File: src/rtl/div_clock_monitor.sv
// Receives a slow divided clock in the fast domain: synchronizes it, emits rise/fall
// enables, measures period and high time, and flags a missing slow clock.
module div_clock_monitor #(
   parameter int unsigned SYNC_STAGES = 2,
   parameter int unsigned COUNT_WIDTH = 20,
   parameter int unsigned TIMEOUT     = 1000000
) (
   input  logic                   clock,
   input  logic                   reset,
   input  logic                   slow_in,
   input  logic                   enable,
   output logic                   rise_pulse,
   output logic                   fall_pulse,
   output logic [COUNT_WIDTH-1:0] period,
   output logic [COUNT_WIDTH-1:0] high_time,
   output logic                   period_valid,
   output logic                   stalled
);

   localparam logic [COUNT_WIDTH-1:0] CNT_LAST = COUNT_WIDTH'(TIMEOUT - 1);
   localparam logic [COUNT_WIDTH-1:0] CNT_ONE  = COUNT_WIDTH'(1);

   // Reject parameter sets the counter or synchronizer cannot honour.
   if (SYNC_STAGES < 2) begin : g_bad_sync
      $error("div_clock_monitor: SYNC_STAGES must be at least 2");
   end
   if (TIMEOUT < 2 || longint'(TIMEOUT) > ((64'd1 << COUNT_WIDTH) - 64'd1)) begin : g_bad_timeout
      $error("div_clock_monitor: TIMEOUT out of range for COUNT_WIDTH");
   end

   typedef enum logic [1:0] {
      IDLE   = 2'd0,
      ARMED  = 2'd1,
      LOCKED = 2'd2
   } state_t;

   logic [SYNC_STAGES-1:0] sync_chain;
   logic                   prev;
   logic                   sync_val;
   logic                   rise_c;
   logic                   fall_c;

   state_t                 state;
   state_t                 state_next;
   logic [COUNT_WIDTH-1:0] cnt;
   logic [COUNT_WIDTH-1:0] cnt_next;
   logic [COUNT_WIDTH-1:0] period_next;
   logic [COUNT_WIDTH-1:0] high_next;
   logic                   valid_next;
   logic                   stalled_next;
   logic                   rise_next;
   logic                   fall_next;

   // Synchronizer chain plus the previous-value flop; runs regardless of enable.
   always_ff @(posedge clock or posedge reset) begin
      if (reset) begin
         sync_chain <= '0;
         prev       <= 1'b0;
      end else begin
         sync_chain <= {sync_chain[SYNC_STAGES-2:0], slow_in};
         prev       <= sync_val;
      end
   end

   assign sync_val = sync_chain[SYNC_STAGES-1];
   assign rise_c   = sync_val & ~prev;
   assign fall_c   = ~sync_val & prev;

   // State, counter and all registered outputs.
   always_ff @(posedge clock or posedge reset) begin
      if (reset) begin
         state        <= IDLE;
         cnt          <= '0;
         period       <= '0;
         high_time    <= '0;
         period_valid <= 1'b0;
         stalled      <= 1'b0;
         rise_pulse   <= 1'b0;
         fall_pulse   <= 1'b0;
      end else begin
         state        <= state_next;
         cnt          <= cnt_next;
         period       <= period_next;
         high_time    <= high_next;
         period_valid <= valid_next;
         stalled      <= stalled_next;
         rise_pulse   <= rise_next;
         fall_pulse   <= fall_next;
      end
   end

   // Next-state and capture logic; disable overrides everything except stall.
   always_comb begin
      state_next   = state;
      cnt_next     = cnt;
      period_next  = period;
      high_next    = high_time;
      valid_next   = period_valid;
      stalled_next = stalled;
      rise_next    = rise_c & enable;
      fall_next    = fall_c & enable;

      if (!enable) begin
         state_next = IDLE;
         cnt_next   = '0;
         valid_next = 1'b0;
      end else begin
         unique case (state)
            IDLE: begin
               cnt_next = '0;
               if (rise_c) begin
                  state_next   = ARMED;
                  stalled_next = 1'b0;
               end
            end
            ARMED, LOCKED: begin
               if (rise_c) begin
                  state_next   = LOCKED;
                  cnt_next     = '0;
                  period_next  = cnt + CNT_ONE;
                  valid_next   = 1'b1;
                  stalled_next = 1'b0;
               end else if (cnt == CNT_LAST) begin
                  // A rise on this same cycle would still be a legal period of TIMEOUT.
                  state_next   = IDLE;
                  cnt_next     = '0;
                  valid_next   = 1'b0;
                  stalled_next = 1'b1;
               end else begin
                  cnt_next = cnt + CNT_ONE;
               end
               if (fall_c) begin
                  high_next = cnt + CNT_ONE;
               end
            end
            default: begin
               state_next = IDLE;
               cnt_next   = '0;
            end
         endcase
      end
   end

endmodule

File: config.mk
export PLATFORM = sky130hd
export DESIGN_NAME = div_clock_monitor
export DESIGN_NICKNAME = d
export VERILOG_FILES = /design/src/rtl/div_clock_monitor.sv
export SDC_FILE = /design/constraint.sdc
export NUM_CORES = 1
export LEC_CHECK = 0
export ABC_AREA = 1
export ABC_CLOCK_PERIOD_IN_PS = 3200
export CAP_MARGIN = 25
export CORE_AREA = 2 2 71 86
export CTS_BUF_LIST = sky130_fd_sc_hd__clkbuf_4 sky130_fd_sc_hd__clkbuf_8 sky130_fd_sc_hd__clkbuf_16
export CTS_CLUSTER_DIAMETER = 100
export DETAILED_ROUTE_END_ITERATION = 10
export DIE_AREA = 0 0 73 88
export DONT_BUFFER_PORTS = 1
export GPL_TIMING_DRIVEN = 0
export PLACE_DENSITY = 0.69
export SLEW_MARGIN = 10
export SYNTH_ARGS = -nofsm -noshare
export SYNTH_HDL_FRONTEND = slang
export SYNTH_SLANG_ARGS = --single-unit
File: constraint.sdc
create_clock -name clock -period 3.2 [get_ports clock]
set_input_delay 0.64 -clock clock [delete_from_list [all_inputs] [get_ports clock]]
set_output_delay 0.64 -clock clock [all_outputs]
set_load 0.005 [all_outputs]
==> flow_metrics.tcl, run 1 <==
set metrics [dict create \
    outcome "complete, no violations" \
    power_leakage_nw 1.51 \
    cp_max_fo 10 \
    clockRootBuffer "clkbuf_8" \
    drv_slew 0 \
    critPathLaunchType "flip-flop" \
    yosys_register_bits 69 \
    drt_iter0_drc 80 \
    synthCells 336 \
    initial_core_util 0.537 \
    dp_hpwl_um 4560 \
    htree_levels 3 \
    powerDensity_nw_per_um2 485 \
    max_freq_mhz 600 \
    overflow 0 \
    ctsResizeCount 0 \
    die_y_um 88 \
    utilization 0.585 \
    nNetsFinal 355 \
    cts.sinks 69 \
    synthFlopType "dfrtp_1" \
    swShare 0.223 \
    cts_buffer_depth 2 \
    drt_pass1_iterations 4 \
    cts_buffers 9 \
    synthSimpleGateAreaFrac 0.260 \
    synthAdderAreaFrac 0.0125 \
    finClkSkew_ns 0.00776 \
    ys_seq_area_frac 0.575 \
    max_slew_margin 0.622 \
    drive_above_1_share 0.120 \
    routedWlPerCell_um 14.8 \
    peakVddDrop_uv 256 \
    core.rowCount 30 \
    setup_tns_ns 0 \
    crit_arrival_ns 1.91 \
    synthArstFlopShare 1.00 \
    synth_nets 343 \
    antenna_found_initial 0 \
    synth.most_common_cell "nand2_1" \
    max-cap-violations 0 \
    drc_errors 0 \
    critPathCaptureType "flip-flop" \
    grt_max_degree 36 \
    grt_pass1_vias 2167 \
    synth_top_area_cell "dfrtp_1" \
    synth_edf_count 0 \
    synthTopCellsByCount "nand2_1, dfrtp_1, nor2_1" \
    hold_buffers 0 \
    hold_path_class "in2async" \
    yosys_warnings 0 \
    yosys-top-cells-area "dfrtp_1, nand2_1, nor2_1, o21ai_0, xor2_1" \
    synth.distinct_cells 27 \
    pwr-share-clk 0.385 \
    synthDominantCellAreaShare 0.575 \
    port_buffers 0 \
    cts_tree "built" \
    post-cts-setup-buffers 0 \
    area_growth_pct 9.04 \
    n_antenna_cell 0 \
    clkTransAtPathRegs_ns 0.07 \
    ant_nets 0 \
    vias_per_cell 5.14 \
    synth_top_family_by_area "simple AND/OR/NAND/NOR gates" \
    synthXorXnorAreaFrac 0.0350 \
    finalSetupViolCount 0 \
    seq_power_share 0.572 \
    hold_viol_final 0 \
    fin_crit_sh 0.521 \
    worst_pin_slew_ns 0.567 \
    muxShareOfSynthArea 0 \
    clock_latency_ns 0.33 \
    grt_usage 0.211 \
    io_pins 48 \
    synth.cell_area_um2 3000 \
    wirelength_um 6140 \
    rsz0062_at_grt "false" \
    synth_compound_area_frac 0.0696 \
    die-area_um2 6420 \
    core_area_um2 5590 \
    vias 2135 \
    min_period_ns 1.67 \
    power_frac_comb 0.043 \
    p_int_mw 1.23 \
    die_x_um 73 \
    power.switching_uw 355 \
    syn_area_per_cell_um2 8.94 \
    grt_pass1_wl_um 10200 \
    gp_congestion 0.932 \
    cp.required_ns 3.44 \
    crit_type "reg2reg" \
]
## state kept, by name, indices dropped and copies added (netlist names)
signal / flops
cnt: 20
high_time: 20
period: 20
state: 2
sync_chain: 2
fall_pulse: 1
period_valid: 1
prev: 1
rise_pulse: 1
stalled: 1
## kinds of logic (layout without fill, tap and decap cells)
kind of cell	after synthesis	count (layout)
simple gates	179	179
flops	69	69
fa+ha+maj	3	3
compound gates	40	40
xor+xnor	12	12
buf+inv	33	48
## through the flow
step | instances | setup slack (ns) | area [um2] | total power [mW] | hold WS, ns
after floorplan | 336 | 0.820 | 3000 | 0.972 | 0.331
after global placement | 400 | 0.162 | 3080 | 0.990 | 0.333
after detailed placement | 401 | 1.48 | 3110 | 0.995 | 0.341
after CTS | 415 | 1.51 | 3270 | 1.60 | 0.191
after global routing | 415 | 1.38 | 3270 | 1.65 | 0.212
final | 415 | 1.53 | 3270 | 1.59 | 0.182
## final cells by class
cell class	count	area, um2
multi-input combinational	234	1130
clock inverter	2	10.0
buffer	9	55.1
timing repair buffer	1	20.0
tap	64	80.1
sequential	69	1730
fill	506	2320
clock buffer	12	159
inverter	24	92.6
## layer usage
| layer | vias to the layer above | part of all wire | global-route usage |
|---|---|---|---|
| li1 | 1082 | - | - |
| met1 | 1000 | 0.46 | 0.276 |
| met2 | 46 | 0.48 | 0.328 |
| met3 | 7 | 0.044 | 0.0495 |
| met4 | 0 | 0.012 | 0.101 |
| met5 | - | 0 | 0 |
## final timing paths
path	from	end	slack, ns	depth (start not counted)
min in group clock	slow_in	sync_chain[0]$_DFF_PP0_	0.33	0
max in group asynchronous	reset	cnt[14]$_DFF_PP0_	2.49	2
hold / removal	reset	sync_chain[0]$_DFF_PP0_	0.18	1
setup reg to reg	state[0]$_DFFE_PP0P_	period[3]$_DFFE_PP0P_	1.53	6
hold reg to reg	sync_chain[0]$_DFF_PP0_	sync_chain[1]$_DFF_PP0_	0.35	0
setup / recovery	state[0]$_DFFE_PP0P_	period[3]$_DFFE_PP0P_	1.53	6
## power groups by stage
stage	combinational, mW	sequential [mW]	clock, mW
final	0.0677	0.908	0.612
after global routing	0.0787	0.910	0.658
after CTS	0.0698	0.909	0.624
after detailed placement	0.0697	0.925	0
after global placement	0.0652	0.925	0
after floorplan	0.0513	0.920	0
## layout by cell type, fill, tap and decap left out
cell type	netlist	final
a21oi_1	4	4
buf_12	0	1
buf_2	5	5
buf_4	2	2
buf_6	1	1
clkbuf_1	1	1
clkbuf_4	0	1
clkbuf_8	0	11
clkinv_2	0	2
dfrtp_1	69	69
ha_1	3	3
inv_1	22	21
inv_2	2	2
inv_4	0	1
nand2_1	100	100
nand2_2	6	6
nand3_1	13	13
nand3_2	3	3
nand4_1	4	4
nor2_1	43	43
nor2_2	2	2
nor2_4	3	3
nor3_1	2	2
nor3_4	1	1
o21ai_0	26	26
o21ai_1	8	8
o21bai_1	1	1
o21bai_2	1	1
or2_0	1	1
or2_1	1	1
xnor2_1	2	2
xor2_1	10	10
## worst max-delay path, cell delays in order, from the launching register on
cell      delay, ns
dfrtp_1        0.39
inv_1          0.06
ha_1           0.36
nand2_2        0.12
clkbuf_1       0.45
nand2_1        0.09
o21ai_0        0.10
(Power assumes the default switching activity.)
==> run 2: changes to the inputs <==
Settings changed: ABC_CLOCK_PERIOD_IN_PS 3200 to 1350, PLACE_DENSITY 0.69 to 0.72.
Clock period 3.2 ns to 1.35 ns, I/O delays scaled along.
==> flow_metrics.tcl, run 2 (synthesis gave the netlist of run 1 again) <==
set metrics [dict create \
    top_regs "cnt: 20 flops, high_time: 20 flops, period: 20 flops" \
    layout_commonest_cell "nand2_1" \
    peakVddDrop_uv 647 \
    hold_viol_final 0 \
    worst_slack_ns -0.158 \
    crit_arrival_ns 1.75 \
    vias 2455 \
    finalSetupViolCount 50 \
    crit_type "reg2reg" \
    critPathLaunchType "flip-flop" \
    max_freq_mhz 663 \
    nNetsFinal 385 \
    io_pins 48 \
    clockRootBuffer "clkbuf_8" \
    grt_max_degree 39 \
    hold_path_class "in2reg" \
    rsz0062_at_grt "true" \
    initial_core_util 0.537 \
    drive_above_1_share 0.319 \
    worst_pin_slew_ns 0.712 \
    htree_levels 3 \
    fin_crit_sh 1.12 \
    cp_max_fo 4 \
    post-route-cell-area_um2 3900 \
    cts_tree "built" \
    area_growth_pct 29.8 \
    final_cell_mix "nand2_1, dfrtp_1, nor2_1" \
    die-area_um2 6420 \
    cts.sinks 69 \
    drt_pass1_iterations 4 \
    outcome "finished with violations" \
    grt_pass1_wl_um 11400 \
    port_buffers 0 \
    min_period_ns 1.51 \
    gp_congestion 0.931 \
    grt_usage 0.241 \
    die_y_um 88 \
    die_x_um 73 \
    max_slew_margin 0.525 \
    core.rowCount 30 \
    clock_latency_ns 0.36 \
    drv_slew 0 \
    drc_errors 0 \
    powerDensity_nw_per_um2 1060 \
    wirelength_um 7640 \
    cts_buffers 9 \
    max-cap-violations 0 \
    power_leakage_nw 1.79 \
    place_area_um2 3120 \
    dp_hpwl_um 4580 \
    clkTransAtPathRegs_ns 0.07 \
    cts_buffer_depth 2 \
    ant_nets 0 \
    vias_per_cell 5.49 \
    core_area_um2 5590 \
    cp.required_ns 1.59 \
    grt_pass1_vias 2402 \
    violations "setup timing" \
    overflow 0 \
    critPathCaptureType "flip-flop" \
    finClkSkew_ns 0.0130 \
    n_antenna_cell 0 \
    drt_iter0_drc 158 \
    antenna_found_initial 0 \
    routedWlPerCell_um 17.1 \
    pre_cts_slack_ns -0.286 \
]
run 2: cell count changes in the layout (fill, tap and decap cells not counted), sizes merged:
cell | previous run | this run
dlygate4sd3 | 0 | 2
inv | 24 | 23
clkinv | 2 | 3
clkinvlp | 0 | 2
bufinv | 0 | 1
clkbuf | 13 | 11
nand2 | 106 | 107
buf | 9 | 37
run 2: path summary, 6_finish.rpt:
kind | endpoint | cells past startpoint | startpoint | slack (ns)
min reg2reg | sync_chain[1]$_DFF_PP0_ | 0 | sync_chain[0]$_DFF_PP0_ | 0.36
min in group asynchronous | fall_pulse$_DFF_PP0_ | 2 | reset | 0.50
min | stalled$_DFFE_PP0P_ | 4 | enable | 0.21
max in group asynchronous | cnt[3]$_DFF_PP0_ | 3 | reset | 0.23
max reg2reg | period[17]$_DFFE_PP0P_ | 7 | cnt[1]$_DFF_PP0_ | -0.16
max | period[17]$_DFFE_PP0P_ | 7 | cnt[1]$_DFF_PP0_ | -0.16
run 2: layout make-up:
| class | count | area (um2) |
|---|---|---|
| tap | 64 | 80.1 |
| buffer | 9 | 93.8 |
| clock inverter | 5 | 60.1 |
| inverter | 24 | 96.3 |
| fill | 389 | 1700 |
| sequential | 69 | 1730 |
| timing repair buffer | 30 | 243 |
| multi-input combinational | 235 | 1450 |
| clock buffer | 11 | 145 |
run 2: metrics by stage:
step | setup TNS, ns | hold WS [ns] | cells | total power, mW | util
final | -3.83 | 0.211 | 447 | 4.12 | 0.697
after global routing | -8.75 | 0.216 | 447 | 4.26 | 0.697
after CTS | -2.45 | 0.178 | 429 | 4.08 | 0.627
after detailed placement | -12.07 | 0.276 | 401 | 2.36 | 0.557
after global placement | -9.83 | 0.302 | 400 | 2.34 | 0.554
after floorplan | 0 | 0.301 | 336 | 2.30 | -
run 2: routing by layer:
metal / track usage / share of wire / vias to the layer above
met3: 0.0736 / 0.055 / 18
met2: 0.371 / 0.52 / 84
met1: 0.302 / 0.40 / 1209
li1: - / - / 1144
met5: 0 / 0 / -
met4: 0.135 / 0.029 / 0
run 2: what timing repair did:
item                       in CTS  in global routing
hold endpoints to repair       32                  0
resized for setup              24                 74
cloned                          0                  1
buffers inserted               10                 17
setup endpoints to repair      64                 64
hold buffers                    2                  0
pin swaps                       6                 19
run 2: worst max-delay path, stage by stage, from the launching register on:
cell	delay [ns]
dfrtp_1	0.41
buf_4	0.14
nand3_4	0.12
nor2_4	0.15
nand4_1	0.15
or2_1	0.29
nand3_1	0.08
nand2_1	0.05
run 2: power breakdown:
group	switching [mW]	internal, mW
clock	0.800	0.926
sequential	0.0371	2.11
combinational	0.153	0.0939
total	0.990	3.13
